$ cat src/rtl/uart_iccm_loader.sv
// Boot-time UART loader: assembles little-endian 32-bit words from 8N1 serial
// frames and writes them into the ICCM while holding the core in reset.
module uart_iccm_loader #(
    parameter int          ADDR_W   = 12,
    parameter logic [31:0] END_WORD = 32'h0000_0FFF,
    parameter logic [15:0] MIN_CPB  = 16'd4
) (
    input  logic              clk_i,
    input  logic              rst_i,
    input  logic              prog_i,
    input  logic              rx_i,
    input  logic [15:0]       clks_per_bit_i,
    output logic              we_o,
    output logic [ADDR_W-1:0] addr_o,
    output logic [31:0]       wdata_o,
    output logic              prog_rst_no,
    output logic              frame_err_o,
    output logic              busy_o
);

    typedef enum logic [1:0] {C_OFF, C_LOAD, C_WRITE, C_DONE} ctrl_e;
    typedef enum logic [1:0] {R_IDLE, R_START, R_DATA, R_STOP} rx_e;

    logic [1:0]        rx_sync_q;
    logic              prog_q, prog_d1_q;
    ctrl_e             ctrl_q, ctrl_d;
    rx_e               rx_state_q, rx_state_d;
    logic [15:0]       tick_q, tick_d;
    logic [15:0]       cpb_q, cpb_d;
    logic [2:0]        bit_idx_q, bit_idx_d;
    logic [7:0]        shift_q, shift_d;
    logic              rx_valid_q, rx_valid_d;
    logic [1:0]        byte_cnt_q, byte_cnt_d;
    logic [31:0]       word_q, word_d;
    logic [ADDR_W-1:0] addr_q, addr_d;
    logic [31:0]       wdata_q, wdata_d;
    logic              we_q, we_d;
    logic              prog_rst_n_q, prog_rst_n_d;
    logic              frame_err_q, frame_err_d;
    logic              busy_q, busy_d;

    logic        rx_s;
    logic        prog_rise_s, prog_fall_s;
    logic        abort_s, frame_fail_s;
    logic [15:0] cpb_in_s;
    logic [31:0] word_full_s;

    assign rx_s        = rx_sync_q[1];
    assign prog_rise_s = prog_q & ~prog_d1_q;
    assign prog_fall_s = ~prog_q & prog_d1_q;
    assign cpb_in_s    = (clks_per_bit_i < MIN_CPB) ? MIN_CPB : clks_per_bit_i;
    assign word_full_s = {shift_q, word_q[23:0]};

    // Control FSM: session sequencing, word assembly and ICCM write port.
    always_comb begin
        ctrl_d      = ctrl_q;
        byte_cnt_d  = byte_cnt_q;
        word_d      = word_q;
        addr_d      = addr_q;
        wdata_d     = wdata_q;
        we_d        = 1'b0;
        frame_err_d = frame_err_q | frame_fail_s;
        abort_s     = 1'b0;
        case (ctrl_q)
            C_OFF: begin
                if (prog_rise_s) begin
                    ctrl_d      = C_LOAD;
                    addr_d      = '0;
                    byte_cnt_d  = 2'd0;
                    frame_err_d = 1'b0;
                end else begin
                    ctrl_d = C_OFF;
                end
            end
            C_LOAD: begin
                if (prog_fall_s) begin
                    ctrl_d     = C_OFF;
                    abort_s    = 1'b1;
                    byte_cnt_d = 2'd0;
                end else if (rx_valid_q) begin
                    word_d[{byte_cnt_q, 3'b000} +: 8] = shift_q;
                    byte_cnt_d = byte_cnt_q + 2'd1;
                    if (byte_cnt_q == 2'd3) begin
                        ctrl_d = C_WRITE;
                        // The strobe is registered on entry so it is high exactly during WRITE.
                        if (word_full_s != END_WORD) begin
                            we_d    = 1'b1;
                            wdata_d = word_full_s;
                        end else begin
                            we_d = 1'b0;
                        end
                    end else begin
                        ctrl_d = C_LOAD;
                    end
                end else begin
                    ctrl_d = C_LOAD;
                end
            end
            C_WRITE: begin
                if (we_q) begin
                    addr_d = addr_q + ADDR_W'(1);
                end else begin
                    addr_d = addr_q;
                end
                if (prog_fall_s) begin
                    ctrl_d     = C_OFF;
                    abort_s    = 1'b1;
                    byte_cnt_d = 2'd0;
                end else if (we_q) begin
                    ctrl_d = C_LOAD;
                end else begin
                    ctrl_d = C_DONE;
                end
            end
            C_DONE: begin
                if (!prog_q) begin
                    ctrl_d = C_OFF;
                end else begin
                    ctrl_d = C_DONE;
                end
            end
            default: ctrl_d = C_OFF;
        endcase
        busy_d       = (ctrl_d == C_LOAD) || (ctrl_d == C_WRITE);
        prog_rst_n_d = ~busy_d;
    end

    // RX FSM: 8N1 receiver, only armed while the control FSM is loading.
    always_comb begin
        rx_state_d   = rx_state_q;
        tick_d       = tick_q + 16'd1;
        cpb_d        = cpb_q;
        bit_idx_d    = bit_idx_q;
        shift_d      = shift_q;
        rx_valid_d   = 1'b0;
        frame_fail_s = 1'b0;
        case (rx_state_q)
            R_IDLE: begin
                tick_d = 16'd0;
                if ((ctrl_q == C_LOAD) && !rx_s) begin
                    rx_state_d = R_START;
                    cpb_d      = cpb_in_s;
                end else begin
                    rx_state_d = R_IDLE;
                end
            end
            R_START: begin
                if (tick_q == (cpb_q >> 1) - 16'd1) begin
                    tick_d    = 16'd0;
                    bit_idx_d = 3'd0;
                    if (rx_s) begin
                        rx_state_d = R_IDLE;
                    end else begin
                        rx_state_d = R_DATA;
                    end
                end else begin
                    rx_state_d = R_START;
                end
            end
            R_DATA: begin
                if (tick_q == cpb_q - 16'd1) begin
                    tick_d    = 16'd0;
                    shift_d   = {rx_s, shift_q[7:1]};
                    bit_idx_d = bit_idx_q + 3'd1;
                    if (bit_idx_q == 3'd7) begin
                        rx_state_d = R_STOP;
                    end else begin
                        rx_state_d = R_DATA;
                    end
                end else begin
                    rx_state_d = R_DATA;
                end
            end
            R_STOP: begin
                if (tick_q == cpb_q - 16'd1) begin
                    rx_state_d = R_IDLE;
                    if (rx_s) begin
                        rx_valid_d = 1'b1;
                    end else begin
                        frame_fail_s = 1'b1;
                    end
                end else begin
                    rx_state_d = R_STOP;
                end
            end
            default: rx_state_d = R_IDLE;
        endcase
        if (abort_s) begin
            rx_state_d = R_IDLE;
            rx_valid_d = 1'b0;
        end else begin
            rx_valid_d = rx_valid_d;
        end
    end

    // State and output registers with synchronous reset.
    always_ff @(posedge clk_i) begin
        if (rst_i) begin
            rx_sync_q    <= 2'b11;
            prog_q       <= 1'b0;
            prog_d1_q    <= 1'b0;
            ctrl_q       <= C_OFF;
            rx_state_q   <= R_IDLE;
            tick_q       <= 16'd0;
            cpb_q        <= MIN_CPB;
            bit_idx_q    <= 3'd0;
            shift_q      <= 8'd0;
            rx_valid_q   <= 1'b0;
            byte_cnt_q   <= 2'd0;
            word_q       <= 32'd0;
            addr_q       <= '0;
            wdata_q      <= 32'd0;
            we_q         <= 1'b0;
            prog_rst_n_q <= 1'b1;
            frame_err_q  <= 1'b0;
            busy_q       <= 1'b0;
        end else begin
            rx_sync_q    <= {rx_sync_q[0], rx_i};
            prog_q       <= prog_i;
            prog_d1_q    <= prog_q;
            ctrl_q       <= ctrl_d;
            rx_state_q   <= rx_state_d;
            tick_q       <= tick_d;
            cpb_q        <= cpb_d;
            bit_idx_q    <= bit_idx_d;
            shift_q      <= shift_d;
            rx_valid_q   <= rx_valid_d;
            byte_cnt_q   <= byte_cnt_d;
            word_q       <= word_d;
            addr_q       <= addr_d;
            wdata_q      <= wdata_d;
            we_q         <= we_d;
            prog_rst_n_q <= prog_rst_n_d;
            frame_err_q  <= frame_err_d;
            busy_q       <= busy_d;
        end
    end

    assign we_o        = we_q;
    assign addr_o      = addr_q;
    assign wdata_o     = wdata_q;
    assign prog_rst_no = prog_rst_n_q;
    assign frame_err_o = frame_err_q;
    assign busy_o      = busy_q;

endmodule

$ cat config.mk
export PLATFORM = sky130hd
export DESIGN_NAME = uart_iccm_loader
export DESIGN_NICKNAME = d
export VERILOG_FILES = /design/src/rtl/uart_iccm_loader.sv
export SDC_FILE = /design/constraint.sdc
export NUM_CORES = 1
export LEC_CHECK = 0
export CAP_MARGIN = 15
export CORE_MARGIN = 1
export CORE_UTILIZATION = 35
export DETAILED_ROUTE_END_ITERATION = 7
export MAX_ROUTING_LAYER = met4
export PLACE_DENSITY_LB_ADDON = 0.3
export SYNTH_ARGS = -nofsm -noshare
export SYNTH_HDL_FRONTEND = slang
export SYNTH_SLANG_ARGS = --single-unit
$ cat constraint.sdc
create_clock -name clk_i -period 3.65 [get_ports clk_i]
set_input_delay 0.365 -clock clk_i [delete_from_list [all_inputs] [get_ports clk_i]]
set_output_delay 0.365 -clock clk_i [all_outputs]
set_load 0.01 [all_outputs]
==> flow_summary.toml <==
[outcome]
status = "completed"

[clocking]
cts_htree_levels = 4
cts_tree = "done"
cts_setup_buffers = 0
cts_made_buffers = 17
cts_sinks = 126
path_clk_slew_ns = 0.06
clock-root-buffer = "clkbuf_16"
holdBufCountCts = 0
clk_latency_ns = 0.42
cts_resized = 0
cts.path.max_buffers = 2

[sta]
holdWs_ns = 0.425
period_minus_slack_ns = 3.11
grt_setup_unrepaired = "false"
hold_violations = 0
relSlewSlack_pct = 37.9
drv_slew = 0
finalCritPeriodShare_pct = 85.3
finalClockSkew_ns = 0.00934
setup_viol = 0
max_freq_ghz = 0.321
tns_ns = 0
tightest_slew_ns = 0.929

[final_layout]
syn_to_final_growth_pct = 23.4
drive_gt1_share_pct = 6.68
insertedDiodeCount = 0
fin_util_pct = 44.7
final_nets = 800
fin_cells = 998

[synth]
seq_area_frac_synth_pct = 41.5
ys_warn_count = 0
synthArstFlopShare_pct = 0
synthFlopType = "dfxtp_1"
synth-xor-area-share_pct = 8.08
netlist_area_sq_um = 6070
syn_nets = 752
yosysUniqueCellTypes = 58
syn_area_per_cell_sq_um = 8.47
synth_compound_area_share_pct = 11.3
synth_edf_count = 0
syn_inst = 717
synthAdderAreaFrac_pct = 3.09
synth-seq-cells = 126
synth_top_family_by_area = "simple AND/OR/NAND/NOR gates"
muxShareOfSynthArea_pct = 6.94
synth-simple-area-share_pct = 25.3

[global_route]
gr-usage-all-layers_pct = 17.6
use_met3_pct = 4.19
grt_pass1_vias = 4679
antenna_found_initial = 0
use_met2_pct = 25.4
groute.layer.met1.usage_pct = 23.8
busiest_layer = "met2"
grt_pass1_wl_um = 24100
grt_start_max_net_pins = 64
globalRouteOverflowTotal = 0

[placed_design]
hpwl_um = 10000
gp_congestion = 0.879
io_buffers = 67
place_inst = 966

[power_and_ir_drop]
leakage_uw = 0.00257
pwr-share-seq_pct = 43.2
p_int_uw = 2500
swShare_pct = 22.5
pwr-share-comb_pct = 3.5
p_clk_share_pct = 53.3
p_switching_uw = 726
total_power_uw = 3220
ir_worst_vdd_uv = 323
powerDensity_nw_per_um2 = 430

[setup_path]
required_ns = 3.93
path_delay_family = "simple AND/OR/NAND/NOR gates"
crit_path_start_kind = "register"
path_cells = "inv_1 > ha_1 > or4b_1 > or3_1 > a21oi_1 > o221ai_2 > a2111oi_4 > nand3_1 > buf_4 > mux2i_1 > nor2_1"
cp_max_fo = 10
slowest_delay_ns = 0.54
cp-end-kind = "register"
critPathBufInv = 2
cpMaxStageDelayCell = "or4b_1"
critPathKind = "reg2reg"
critPathArrivalTime_ns = 3.40

[flow_run]
cap_viol_max_count = 0

[floorplan]
core_area_sq_um = 16800
die-area_sq_um = 17900
num_rows = 47
ioPinCount = 68
initial_core_util_pct = 36.2
die_width_um = 134
chipHeight_um = 134

[detailed_routing]
firstDrtPassIters = 4
route.vias.total = 5137
wirelength_um = 14500
drc = 0
viasPerCell = 5.15
first_iter_violations = 309
ant_nets = 0
wl_per_cell_um = 14.6

[worst_hold_path]
hp-class = "reg2reg"
area by class of cell:
| class | count | area (sq um) |
|---|---|---|
| Tap cell | 220 | 275 |
| Inverter | 15 | 56.3 |
| Clock inverter | 11 | 130 |
| Fill cell | 1645 | 9260 |
| Multi-Input combinational cell | 534 | 3340 |
| Timing Repair Buffer | 71 | 698 |
| Clock buffer | 21 | 470 |
| Sequential cell | 126 | 2520 |
metal layers:
layer / vias to the layer above / share of wire, % / wire [um]
li1: 2599 / - / -
met2: 113 / 44 / 6370
met4: 0 / 1.4 / 202
met3: 22 / 4.5 / 655
met1: 2403 / 50 / 7320
met5: - / 0 / 0
registers in the layout, summed over array words and instances (netlist names), 2 cells and up:
| register | cells |
|---|---|
| addr_o | 12 |
| bit_idx_q | 3 |
| byte_cnt_q | 2 |
| cpb_q | 16 |
| ctrl_q | 2 |
| rx_state_q | 2 |
| rx_sync_q | 2 |
| shift_q | 8 |
| tick_q | 16 |
| wdata_o | 32 |
| word_q | 24 |
worst reg2reg max path, delay by kind of cell (launching register included):
kind	cells	cell delay, ns
simple gates	4	1.09
compound gates	3	0.79
flops	1	0.36
buf+inv	2	0.32
fa+ha+maj	1	0.27
mux	1	0.16
cell usage in the layout, fill, tap and decap left out, drive strengths merged, types with 4 or more instances in the layout:
cell | Yosys | final
nor2 | 86 | 86
clkdlybuf4s50 | 0 | 66
inv | 15 | 18
xnor2 | 31 | 31
nand2b | 10 | 10
ha | 15 | 15
nor3 | 9 | 9
buf | 5 | 5
mux2i | 41 | 41
nand4 | 13 | 13
o21ai | 11 | 11
and3 | 15 | 15
dfxtp | 126 | 126
or2 | 5 | 5
xor2 | 25 | 25
clkbuf | 37 | 21
nand2 | 75 | 75
a21oi | 57 | 57
clkinv | 0 | 5
nor3b | 6 | 6
nand3 | 53 | 53
nor2b | 7 | 7
or3 | 7 | 7
nor4 | 16 | 16
a31oi | 4 | 4
synth_stat cells (3+ instances only):
library cell | count | area (sq um)
nand2_1 | 75 | 282
and3_1 | 15 | 93.8
mux2i_1 | 41 | 410
xor2_1 | 25 | 219
o211ai_1 | 3 | 22.5
nor4_1 | 13 | 81.3
nor3_1 | 9 | 45.0
nor3b_1 | 6 | 45.0
buf_2 | 3 | 15.0
nor4_2 | 3 | 37.5
o21ai_0 | 11 | 55.1
nor2_1 | 86 | 323
nor2b_1 | 7 | 43.8
a31oi_1 | 4 | 25.0
or2_2 | 5 | 31.3
o22ai_1 | 3 | 18.8
dfxtp_1 | 126 | 2520
a21oi_1 | 57 | 285
or3_1 | 7 | 43.8
o21a_1 | 3 | 22.5
clkbuf_1 | 37 | 139
ha_1 | 15 | 188
nand4_1 | 13 | 81.3
inv_1 | 15 | 56.3
nand2b_1 | 10 | 62.6
o31ai_1 | 3 | 22.5
xnor2_1 | 31 | 272
nand3_1 | 53 | 265
stage by stage:
stage,setup slack (ns),area (sq um)
floorplan,0.783,6070
global placement,0.651,6900
detailed placement,0.596,6900
CTS,0.543,7500
global route,0.288,7500
finish,0.535,7500
power by group through the flow:
stage                     combinational, uW  clock [uW]  sequential (uW)
after floorplan                        72.0           0             1420
after global placement                  112           0             1420
after detailed placement                112           0             1420
after CTS                               113        1760             1390
after global routing                    124        1820             1390
final                                   112        1720             1390
kinds of logic after synthesis:
kind of cell,Yosys count
flip-flops,126
AO/OA/AOI/OAI,107
adder cells (fa/ha/maj),15
AND/OR/NAND/NOR,314
buffers and inverters,57
XOR/XNOR,56
multiplexers,42
path summary, 6_finish.rpt:
| check | from | slack [ns] | cells after the start | endpoint |
|---|---|---|---|---|
| hold reg to reg | rx_sync_q[0] | 0.42 | 1 | rx_sync_q[1] |
| setup / recovery | cpb_q[1] | 0.54 | 11 | shift_q[4] |
| hold / removal | rx_sync_q[0] | 0.42 | 1 | rx_sync_q[1] |
| setup reg to reg | cpb_q[1] | 0.54 | 11 | shift_q[4] |
Note: power is estimated with default switching activity, not from simulation.
